==> src/rtl/key_sched_pkg.sv <==
// Shared types and helpers for the front-panel key scheduler: key FSM states,
// event kind encodings and the common counter width.
package key_sched_pkg;

  typedef enum logic [2:0] {
    IDLE        = 3'd0,
    DEB_PRESS   = 3'd1,
    PRESSED     = 3'd2,
    REPEAT      = 3'd3,
    DEB_RELEASE = 3'd4
  } key_state_e;

  localparam logic EVT_PRESS  = 1'b0;
  localparam logic EVT_REPEAT = 1'b1;

  // One counter width covers debounce, hold and repeat intervals.
  function automatic int cnt_width(input int deb, input int hold, input int rep);
    int m;
    m = deb;
    if (hold > m) m = hold;
    if (rep > m) m = rep;
    return (m <= 2) ? 1 : $clog2(m);
  endfunction

endpackage

==> src/rtl/key_scheduler_if.sv <==
// Event channel from the key scheduler to its single consumer.
// Handshake: an event transfers on a clock edge where evt_valid && evt_ready;
// while evt_valid is high and evt_ready low, evt_id/evt_kind/evt_valid hold.
interface key_scheduler_if #(
  parameter int N_KEYS = 4
);
  localparam int ID_W = $clog2(N_KEYS);

  logic            evt_valid;
  logic            evt_ready;
  logic [ID_W-1:0] evt_id;
  logic            evt_kind;

  modport master (output evt_valid, output evt_id, output evt_kind, input evt_ready);
  modport slave  (input evt_valid, input evt_id, input evt_kind, output evt_ready);
endinterface

==> src/rtl/key_debounce.sv <==
// One key: 2-flop synchronizer, debounce/hold/repeat FSM and its counter.
// Emits a one-cycle post strobe with the event kind, plus the debounced level.
module key_debounce
  import key_sched_pkg::*;
#(
  parameter int DEB_CYCLES    = 4,
  parameter int HOLD_CYCLES   = 20,
  parameter int REPEAT_CYCLES = 8,
  parameter int CNT_W         = 5
) (
  input  logic       clk,
  input  logic       rst,
  input  logic       key_raw,
  output logic       post,
  output logic       post_kind,
  output logic       level,
  output key_state_e state
);

  localparam logic [CNT_W-1:0] DEB_LAST  = CNT_W'(DEB_CYCLES - 1);
  localparam logic [CNT_W-1:0] HOLD_LAST = CNT_W'(HOLD_CYCLES - 1);
  localparam logic [CNT_W-1:0] REP_LAST  = CNT_W'(REPEAT_CYCLES - 1);

  logic [1:0]       sync_q, sync_d;
  key_state_e       state_q, state_d;
  logic [CNT_W-1:0] cnt_q, cnt_d, cnt_inc;
  logic             from_rep_q, from_rep_d;
  logic             key_s;

  assign key_s = sync_q[1];
  assign state = state_q;
  assign level = (state_q == PRESSED) || (state_q == REPEAT) || (state_q == DEB_RELEASE);

  always_comb begin
    sync_d     = {sync_q[0], key_raw};
    state_d    = state_q;
    cnt_d      = cnt_q;
    from_rep_d = from_rep_q;
    post       = 1'b0;
    post_kind  = EVT_PRESS;
    cnt_inc    = (cnt_q == '1) ? cnt_q : cnt_q + 1'b1;
    // In both debounce states the sample that caused entry is the first
    // stable one, so the exit test looks at the incremented count.
    unique case (state_q)
      IDLE: begin
        if (key_s) begin
          state_d = DEB_PRESS;
          cnt_d   = '0;
        end
      end
      DEB_PRESS: begin
        if (!key_s) begin
          state_d = IDLE;
        end else if (cnt_inc == DEB_LAST) begin
          state_d = PRESSED;
          cnt_d   = '0;
          post    = 1'b1;
        end else begin
          cnt_d = cnt_inc;
        end
      end
      PRESSED: begin
        if (!key_s) begin
          state_d    = DEB_RELEASE;
          cnt_d      = '0;
          from_rep_d = 1'b0;
        end else if (cnt_q == HOLD_LAST) begin
          state_d   = REPEAT;
          cnt_d     = '0;
          post      = 1'b1;
          post_kind = EVT_REPEAT;
        end else begin
          cnt_d = cnt_inc;
        end
      end
      REPEAT: begin
        if (!key_s) begin
          state_d    = DEB_RELEASE;
          cnt_d      = '0;
          from_rep_d = 1'b1;
        end else if (cnt_q == REP_LAST) begin
          cnt_d     = '0;
          post      = 1'b1;
          post_kind = EVT_REPEAT;
        end else begin
          cnt_d = cnt_inc;
        end
      end
      DEB_RELEASE: begin
        if (key_s) begin
          state_d = from_rep_q ? REPEAT : PRESSED;
          cnt_d   = '0;
        end else if (cnt_inc == DEB_LAST) begin
          state_d = IDLE;
          cnt_d   = '0;
        end else begin
          cnt_d = cnt_inc;
        end
      end
      default: state_d = IDLE;
    endcase
  end

  always_ff @(posedge clk) begin
    if (rst) begin
      sync_q     <= '0;
      state_q    <= IDLE;
      cnt_q      <= '0;
      from_rep_q <= 1'b0;
    end else begin
      sync_q     <= sync_d;
      state_q    <= state_d;
      cnt_q      <= cnt_d;
      from_rep_q <= from_rep_d;
    end
  end

endmodule

==> src/rtl/key_scheduler.sv <==
// Front-panel key scheduler: per-key debounce/repeat, pending-event latches,
// round-robin arbitration and a single registered valid/ready event output.
module key_scheduler
  import key_sched_pkg::*;
#(
  parameter int N_KEYS        = 4,
  parameter int DEB_CYCLES    = 500000,
  parameter int HOLD_CYCLES   = 50000000,
  parameter int REPEAT_CYCLES = 10000000
) (
  input  logic                  sys_clk,
  input  logic                  reset,
  input  logic [N_KEYS-1:0]     key_raw,
  key_scheduler_if.master       evt,
  output logic                  evt_lost,
  output logic [N_KEYS-1:0]     key_level,
  output logic [3*N_KEYS-1:0]   dbg_key_state
);

  localparam int ID_W  = $clog2(N_KEYS);
  localparam int IDX_W = ID_W + 1;
  localparam int CNT_W = cnt_width(DEB_CYCLES, HOLD_CYCLES, REPEAT_CYCLES);

  logic [N_KEYS-1:0] post, post_kind;
  key_state_e        key_st [N_KEYS];

  for (genvar k = 0; k < N_KEYS; k++) begin : g_key
    key_debounce #(
      .DEB_CYCLES   (DEB_CYCLES),
      .HOLD_CYCLES  (HOLD_CYCLES),
      .REPEAT_CYCLES(REPEAT_CYCLES),
      .CNT_W        (CNT_W)
    ) u_deb (
      .clk      (sys_clk),
      .rst      (reset),
      .key_raw  (key_raw[k]),
      .post     (post[k]),
      .post_kind(post_kind[k]),
      .level    (key_level[k]),
      .state    (key_st[k])
    );
    assign dbg_key_state[3*k +: 3] = key_st[k];
  end

  logic [N_KEYS-1:0] pend_q, pend_d, pkind_q, pkind_d;
  logic [ID_W-1:0]   last_grant_q, last_grant_d, evt_id_q, evt_id_d, gnt;
  logic              evt_valid_q, evt_valid_d, evt_kind_q, evt_kind_d;
  logic              evt_lost_q, evt_lost_d, found, load;
  logic [IDX_W-1:0]  idx;

  assign evt.evt_valid = evt_valid_q;
  assign evt.evt_id    = evt_id_q;
  assign evt.evt_kind  = evt_kind_q;
  assign evt_lost      = evt_lost_q;

  always_comb begin
    found = 1'b0;
    gnt   = '0;
    idx   = '0;
    for (int i = 1; i <= N_KEYS; i++) begin
      idx = {1'b0, last_grant_q} + IDX_W'(i);
      if (idx >= IDX_W'(N_KEYS)) idx = idx - IDX_W'(N_KEYS);
      if (!found && pend_q[idx[ID_W-1:0]]) begin
        found = 1'b1;
        gnt   = idx[ID_W-1:0];
      end
    end

    pend_d       = pend_q;
    pkind_d      = pkind_q;
    last_grant_d = last_grant_q;
    evt_valid_d  = evt_valid_q;
    evt_id_d     = evt_id_q;
    evt_kind_d   = evt_kind_q;
    evt_lost_d   = 1'b0;
    load         = !evt_valid_q || evt.evt_ready;

    if (load) begin
      evt_valid_d = found;
      if (found) begin
        evt_id_d     = gnt;
        evt_kind_d   = pkind_q[gnt];
        pend_d[gnt]  = 1'b0;
        last_grant_d = gnt;
      end
    end

    // Posts see pend after this cycle's grant, so a same-cycle grant frees the slot.
    for (int k = 0; k < N_KEYS; k++) begin
      if (post[k]) begin
        if (pend_d[k]) begin
          evt_lost_d = 1'b1;
        end else begin
          pend_d[k]  = 1'b1;
          pkind_d[k] = post_kind[k];
        end
      end
    end
  end

  always_ff @(posedge sys_clk) begin
    if (reset) begin
      pend_q       <= '0;
      pkind_q      <= '0;
      last_grant_q <= ID_W'(N_KEYS - 1);
      evt_valid_q  <= 1'b0;
      evt_id_q     <= '0;
      evt_kind_q   <= 1'b0;
      evt_lost_q   <= 1'b0;
    end else begin
      pend_q       <= pend_d;
      pkind_q      <= pkind_d;
      last_grant_q <= last_grant_d;
      evt_valid_q  <= evt_valid_d;
      evt_id_q     <= evt_id_d;
      evt_kind_q   <= evt_kind_d;
      evt_lost_q   <= evt_lost_d;
    end
  end

endmodule
==> src/flat_wrapper.sv <==
// flat-port wrapper written by rule: the top's interface ports become plain ports
module key_scheduler_flat import key_sched_pkg::*;
#(
  parameter int N_KEYS        = 4,
  parameter int DEB_CYCLES    = 500000,
  parameter int HOLD_CYCLES   = 50000000,
  parameter int REPEAT_CYCLES = 10000000
)
  (sys_clk, reset, key_raw, evt_lost, key_level, dbg_key_state, evt_evt_valid, evt_evt_id, evt_evt_kind, evt_evt_ready);
  key_scheduler_if #(.N_KEYS(N_KEYS)) evt_i ();
  input  logic sys_clk;
  input  logic reset;
  input  logic [N_KEYS-1:0] key_raw;
  output logic evt_lost;
  output logic [N_KEYS-1:0] key_level;
  output logic [3*N_KEYS-1:0] dbg_key_state;
  output wire logic [$bits(evt_i.evt_valid)-1:0] evt_evt_valid;
  output wire logic [$bits(evt_i.evt_id)-1:0] evt_evt_id;
  output wire logic [$bits(evt_i.evt_kind)-1:0] evt_evt_kind;
  input wire logic [$bits(evt_i.evt_ready)-1:0] evt_evt_ready;
  assign evt_evt_valid = evt_i.evt_valid;
  assign evt_evt_id = evt_i.evt_id;
  assign evt_evt_kind = evt_i.evt_kind;
  assign evt_i.evt_ready = evt_evt_ready;
  key_scheduler #(.N_KEYS(N_KEYS), .DEB_CYCLES(DEB_CYCLES), .HOLD_CYCLES(HOLD_CYCLES), .REPEAT_CYCLES(REPEAT_CYCLES)) u_core (.sys_clk(sys_clk), .reset(reset), .key_raw(key_raw), .evt(evt_i), .evt_lost(evt_lost), .key_level(key_level), .dbg_key_state(dbg_key_state));
endmodule
==> config.mk <==
export PLATFORM = sky130hd
export DESIGN_NAME = key_scheduler_flat
export DESIGN_NICKNAME = d
export VERILOG_FILES = /design/src/rtl/key_sched_pkg.sv /design/src/rtl/key_scheduler_if.sv /design/src/rtl/key_debounce.sv /design/src/rtl/key_scheduler.sv /design/src/flat_wrapper.sv
export SDC_FILE = /design/constraint.sdc
export NUM_CORES = 1
export LEC_CHECK = 0
export CELL_PAD_IN_SITES_DETAIL_PLACEMENT = 2
export CELL_PAD_IN_SITES_GLOBAL_PLACEMENT = 2
export CORE_AREA = 2 2 207 148
export DETAILED_ROUTE_END_ITERATION = 10
export DIE_AREA = 0 0 209 150
export PLACE_DENSITY = 0.78
export SYNTH_ARGS = -nofsm -noshare
export SYNTH_HDL_FRONTEND = slang
export SYNTH_HIERARCHICAL = 1
export SYNTH_SLANG_ARGS = --single-unit
==> constraint.sdc <==
create_clock -name sys_clk -period 4.01 [get_ports sys_clk]
set_input_delay 0.401 -clock sys_clk [delete_from_list [all_inputs] [get_ports sys_clk]]
set_output_delay 0.401 -clock sys_clk [all_outputs]
set_load 0.02 [all_outputs]
---- Yosys cells after proc, flatten, opt, wreduce, memory -nomap -nowiden ----
Index checks and enable logic that the tools add are counted.
storage, ports and cells
  flip-flop bits (word level) ............. 143
  word-level logic and storage cells ...... 322
  input port bits ......................... 7
  output and inout bits ................... 21
operators by class
  $lt $le $gt $ge ......................... 10
  bitwise operators ....................... 6
  multiplexer cells ....................... 162
  reduce and logical (&&, ||, !) cells .... 46
  eq/ne operators ......................... 60
  $add $sub $neg .......................... 12
operators with widths
  cell                   number
  $mux 26                36
  $pmux 26 s5            4
  $eq 26x26->1 const B   8
  $add 26x1->26 const B  4
  $eq 26x19->1 const B   4
  $eq 26x24->1 const B   4
  $mux 3                 32
  $pmux 3 s5             4
  $mux 1                 58
  $ne 2x2->1 const B     16
  $eq 3x2->1 const B     8
  $ne 3x2->1 const B     8
  $reduce_and 3->1       8
  $reduce_and 5->1       4
  $reduce_bool 5->1      4
  $mux 2                 8
  $pmux 1 s2             8
  $lt 2x3->1 const B     5
  $eq 3x1->1 const B     4
  $eq 3x3->1 const B     4
  $ge 3x3->1 const B     4
  $logic_not 3->1        4
  $ne 3x3->1 const B     4
  $pmux 1 s3             4
  16 further kinds       49

---- Depth between registers and ports, before layout ----
  depth after elaboration ................. 31
  gate-level depth with buffers ........... 15
  mapped depth without buffers ............ 13

---- Hierarchy ----
The synthesis kept the hierarchy.
by module, submodules not included
  module                                    area an instance (um2)  times used  sequential area each (um2)  cells each
  key_debounce (u_core.g_key[0].u_deb ...)  2548.7                  2           640.6                       334
  key_debounce (u_core.g_key[3].u_deb)      2582.5                  1           640.6                       355
  key_debounce (u_core.g_key[2].u_deb)      2562.5                  1           640.6                       329
  key_scheduler                             740.7                   1           300.3                       83

---- Least setup slack after synthesis ----
No wires, ideal clock.
  kind .................................... reg-to-reg
  from .................................... register u_core.g_key[3].u_deb.cnt_q[0]
  to ...................................... register u_core.g_key[3].u_deb.state_q[0]
  arrival ................................. 3086 ps
  clock period less this slack ............ 3156 ps
  slack ................................... 854 ps
  setup time .............................. 70 ps
  stages on the path, launching flop included .. 13
  path through ............................ dfxtp_1 > ha_1 > buf_2 > nand4_2 > nor4_4 > a21oi_2 > buf_6 > a211oi_2 > o22ai_2 > or3_1 > a31o_1 > or4b_1 > a21oi_1
on the way
  word-level cells in the longest chain between the ends .. 5
  elaborated cells on any way between the ends .. 9
RTL lines
  what                                                       RTL line                                RTL
  start, declared                                            key_debounce.sv:26                      logic [CNT_W-1:0] cnt_q, cnt_d, cnt_inc;
  start signal, assigned                                     key_debounce.sv:113                     cnt_q <= cnt_d;
  $add 26x1->26 / $eq 26x26->1 (equally long branches)       key_debounce.sv:41                      cnt_inc = (cnt_q == '1) ? cnt_q : cnt_q + 1'b1;
  $mux 26                                                    key_debounce.sv:41
  $eq 26x19->1                                               key_debounce.sv:54, key_debounce.sv:93
  $ne 3x3->1 (no line) / $ne 3x2->1 (equally long branches)  --
  $reduce_and 5->1 (no line) (*)                             --
  end signal, assigned                                       key_debounce.sv:112                     state_q <= state_d;
  end, declared                                              key_debounce.sv:25                      key_state_e state_q, state_d;
Mark *: on every way between the ends. The rest lies on a longest branch, timed or not.
A chain may end at the register's enable or synchronous reset.

---- Worst setup path in the final report ----
  from .................................... register u_core.g_key[1].u_deb.cnt_q[0]
  to ...................................... register u_core.evt_lost_q (netlist: u_core/evt_lost)
on the way
  word-level cells in the longest chain between the ends .. 11
  elaborated cells on any way between the ends .. 18
RTL lines
  what                                                  RTL line              RTL
  start, declared                                       key_debounce.sv:26
  start signal, assigned                                key_debounce.sv:113
  $add 26x1->26 / $eq 26x26->1 (equally long branches)  key_debounce.sv:41
  $mux 26                                               key_debounce.sv:41
  $eq 26x19->1                                          key_debounce.sv:54    end else if (cnt_inc == DEB_LAST) begin
  $mux 1                                                key_debounce.sv:54
  $mux 1                                                key_debounce.sv:52    if (!key_s) begin
  $pmux 1 s3 (*)                                        key_debounce.sv:44    unique case (state_q)
  via u_core.post[1]                                    key_scheduler.sv:24   logic [N_KEYS-1:0] post, post_kind;
  $mux 1 (*)                                            key_scheduler.sv:90   if (post[k]) begin
  $mux 1                                                key_scheduler.sv:91   if (pend_d[k]) begin
  $mux 1 (*)                                            key_scheduler.sv:90
  $mux 1                                                key_scheduler.sv:91
  $mux 1 (*)                                            key_scheduler.sv:90
  end signal, assigned                                  key_scheduler.sv:117  evt_lost_q <= evt_lost_d;
  end, declared                                         key_scheduler.sv:48   logic evt_lost_q, evt_lost_d, found, load;
Mark *: on every way through the listed nets, which the timed path passes. The rest lies on a longest branch.

==> impl_metrics.yaml <==
sta:
  tns_ps: 0
  holdWs_ps: 449
  layout_min_cycle_time_ps: 3790
  setup_viol: 0
  tightest_slew_ps: 853
  max_slew_margin_pct: 43.1
  fin_crit_sh_pct: 94.4
  hold_viol: 0
  max_freq_mhz: 264
  clock_skew_ps: 10.7
  grt_setup_unrepaired: "no"
  slew_violations: 0
route:
  wl_met3_mm: 2.33
  drt_iter0_markers: 890
  wl_mm: 43.4
  wl_per_cell_um: 24.1
  via_per_inst: 6.48
  wl_met1_mm: 21.9
  top_layer: "met4"
  drtPass1Iterations: 5
  drc: 0
  met2WireLength_mm: 18.6
  vias: 11688
  postRouteAntennaNets: 0
yosys:
  synthFlopType: "dfxtp_1"
  synth_top_area_share_pct: 26.1
  synth_cell_types: 105
  synth.most_common_cell: "dfxtp_1"
  synth_area_mm2: 0.0110
  ys_ff_latch: 143
  synth_area_leaders: "dfxtp_1 (26%), a21oi_1 (5.0%), nand2_1 (4.8%), nand3_1 (4.0%), nor2_1 (3.9%)"
  synth_top_area_cell: "dfxtp_1"
  yosys_warnings: 6
  syn-num-nets: 1446
  yosys-top-cells-count: "dfxtp_1 (143), nand2_1 (139), nor2_1 (113)"
  syn_inst: 1435
  post_synth.cell_area_avg_um2: 7.65
  yosysSeqAreaShare_pct: 26.1
  synth-edff-count: 0
  ys_async_sr_fraction_pct: 0
critical_path:
  critPathRequiredTime_ps: 4380
  path_class: "flop to flop"
  worstPathArrival_ps: 4160
  startpoint: "u_core/g_key[1].u_deb/cnt_q[0]"
  crit_end: "u_core/evt_lost"
  timing.rr.start: "u_core/g_key[1].u_deb/cnt_q[0]"
  worstRegToRegCells: 10
  crit_buf_inv: 0
  crit_family: "simple AND/OR/NAND/NOR gates"
  crit_fanout: 12
  path_depth: 10
  slowest_stage: "or4_4"
  cp-end-kind: "flop"
  path_cells: "ha_1 > nand4_4 > or4_4 > nor3_4 > o22ai_1 > nor4_4 > and3_1 > a31o_2 > a22oi_1 > a31oi_1"
  r2r-end: "u_core/evt_lost"
  start_kind: "flop"
  reg2reg_setup_slack_ps: 220
  slowest_delay_ps: 660
placed_design:
  dp_hpwl_mm: 31.9
  port_buffers: 27
  place.gp.congestion: 0.953
  dp_cells: 1771
finish:
  final_util_pct: 40.5
  layout.cells.non_filler: 1803
  n_antenna_cell: 0
  final_layout_size_suffix_gt1_share_pct: 12.5
  nets: 1416
  fill_cells: 3391
  synthToLayoutAreaGrowth_pct: 8.89
die:
  start_util_pct: 37.2
  rows: 53
  core_area_mm2: 0.0295
  fp.dieH_um: 150
  top_level_ports: 28
  die_width_um: 209
  die_area_mm2: 0.0314
cts:
  cts_max_level: 4
  clk_latency_ps: 450
  cts.clk_slew.worst_paths_ps: 60
  postCtsHoldBufs: 0
  clock_sinks: 143
  cts_inserted_buffers: 17
  clk_path_buf_depth: 2
  tritoncts: "done"
  cts_root_buffer: "clkbuf_16"
  post_cts_resize_count: 0
worst_hold_path:
  hp-class: "flop to flop"
job:
  max_cap_violations: 0
power_and_ir_drop:
  max-vdd-ir-drop_v: 0.000227
  p_leak_uw: 0.00382
  power_density_mw_per_mm2: 260
global_route:
  grt_pass1_vias: 11775
  grt_pass1_wl_mm: 69.3
  overflow: 0
  grt_usage_pct: 28.1
  grt_max_degree: 57
  antenna_found_initial: 0
status:
  status: "complete, no violations"
[area by class of cell]
cell class              count  area (µm²)  area share (%)
flip-flops and latches    143        2860            23.9
clock buffers              23         478            4.00
clock inverters             9        60.1           0.502
repair buffers             70         603            5.04
multi-input cells        1144        7360            61.6
inverters                  29         109           0.910
well taps                 385         482            4.03
[kinds of logic after synthesis]
family	synth area share, %
mux	1.22
fa+ha+maj	0.456
compound gates	24.8
buf+inv	6.88
flops	26.1
simple gates	38.2
xor+xnor	2.39
[worst min path at each step]
stage,from,end,slack (ps),cells after the start
after floorplan,u_core/g_key[0].u_deb/sync_q[0],u_core/g_key[0].u_deb/sync_q[1],410,1
after global placement,u_core/g_key[1].u_deb/sync_q[0],u_core/g_key[1].u_deb/sync_q[1],420,1
after detailed placement,u_core/g_key[1].u_deb/sync_q[0],u_core/g_key[1].u_deb/sync_q[1],430,1
after CTS,u_core/g_key[1].u_deb/sync_q[0],u_core/g_key[1].u_deb/sync_q[1],450,1
after global routing,u_core/g_key[0].u_deb/sync_q[0],u_core/g_key[0].u_deb/sync_q[1],460,1
final,u_core/g_key[1].u_deb/sync_q[0],u_core/g_key[1].u_deb/sync_q[1],450,1
[metrics by stage]
step           power (µW)  instance area (µm²)  setup WS [ps]
5_1_grt              3210                12000         0.0884
3_3_place_gp         1600                11400            443
2_1_floorplan        1550                11000            854
6_report             3100                12000            225
3_5_place_dp         1610                11400            296
4_1_cts              3140                12000            275
[metal layers]
layer,up-vias,GRT usage (%)
li1,5359,-
met1,5950,41.1
met2,329,41.9
met3,50,5.58
met4,0,6.96
met5,-,0
[where the power goes]
part           total, µW  switching (µW)  internal (µW)
registers           1450            18.8           1430
clock network       1530             690            838
logic                127            87.1           40.2
[state kept, by name, summed over array words and instances (netlist names)]
name	cells
u_core/pend_q	4
u_core/evt.evt_kind	1
u_core/pkind_q	4
u_core/g_key.u_deb/from_rep_q	4
u_core/evt.evt_id	2
u_core/last_grant_q	2
u_core/evt_lost	1
u_core/g_key.u_deb/state	12
u_core/evt.evt_valid	1
u_core/g_key.u_deb/cnt_q	104
u_core/g_key.u_deb/sync_q	8
[layout by cell type (no fill, tap or decap), types with 15 or more instances in the layout]
cell type / instances
nand3b_1: 18
clkbuf_16: 17
nor2b_1: 18
nor2_1: 113
and2_1: 16
nor3_1: 47
or3_1: 15
nand2b_1: 28
a31oi_1: 60
nand2_1: 139
dfxtp_1: 143
a21oi_1: 109
buf_4: 43
nor4_1: 18
nand3_1: 88
and3_1: 31
xnor2_1: 20
and4_1: 23
inv_1: 29
o211ai_1: 18
clkdlybuf4s50_1: 26
a211oi_1: 18
nand4_1: 59
o21ai_0: 47
[timing repair]
item | 4_1_cts | 5_1_grt
buffers inserted | 0 | 0
hold endpoints to repair | 0 | 0
endpoints found under the setup margin | 0 | 1
No activity file was read; power rests on OpenSTA's default activity.
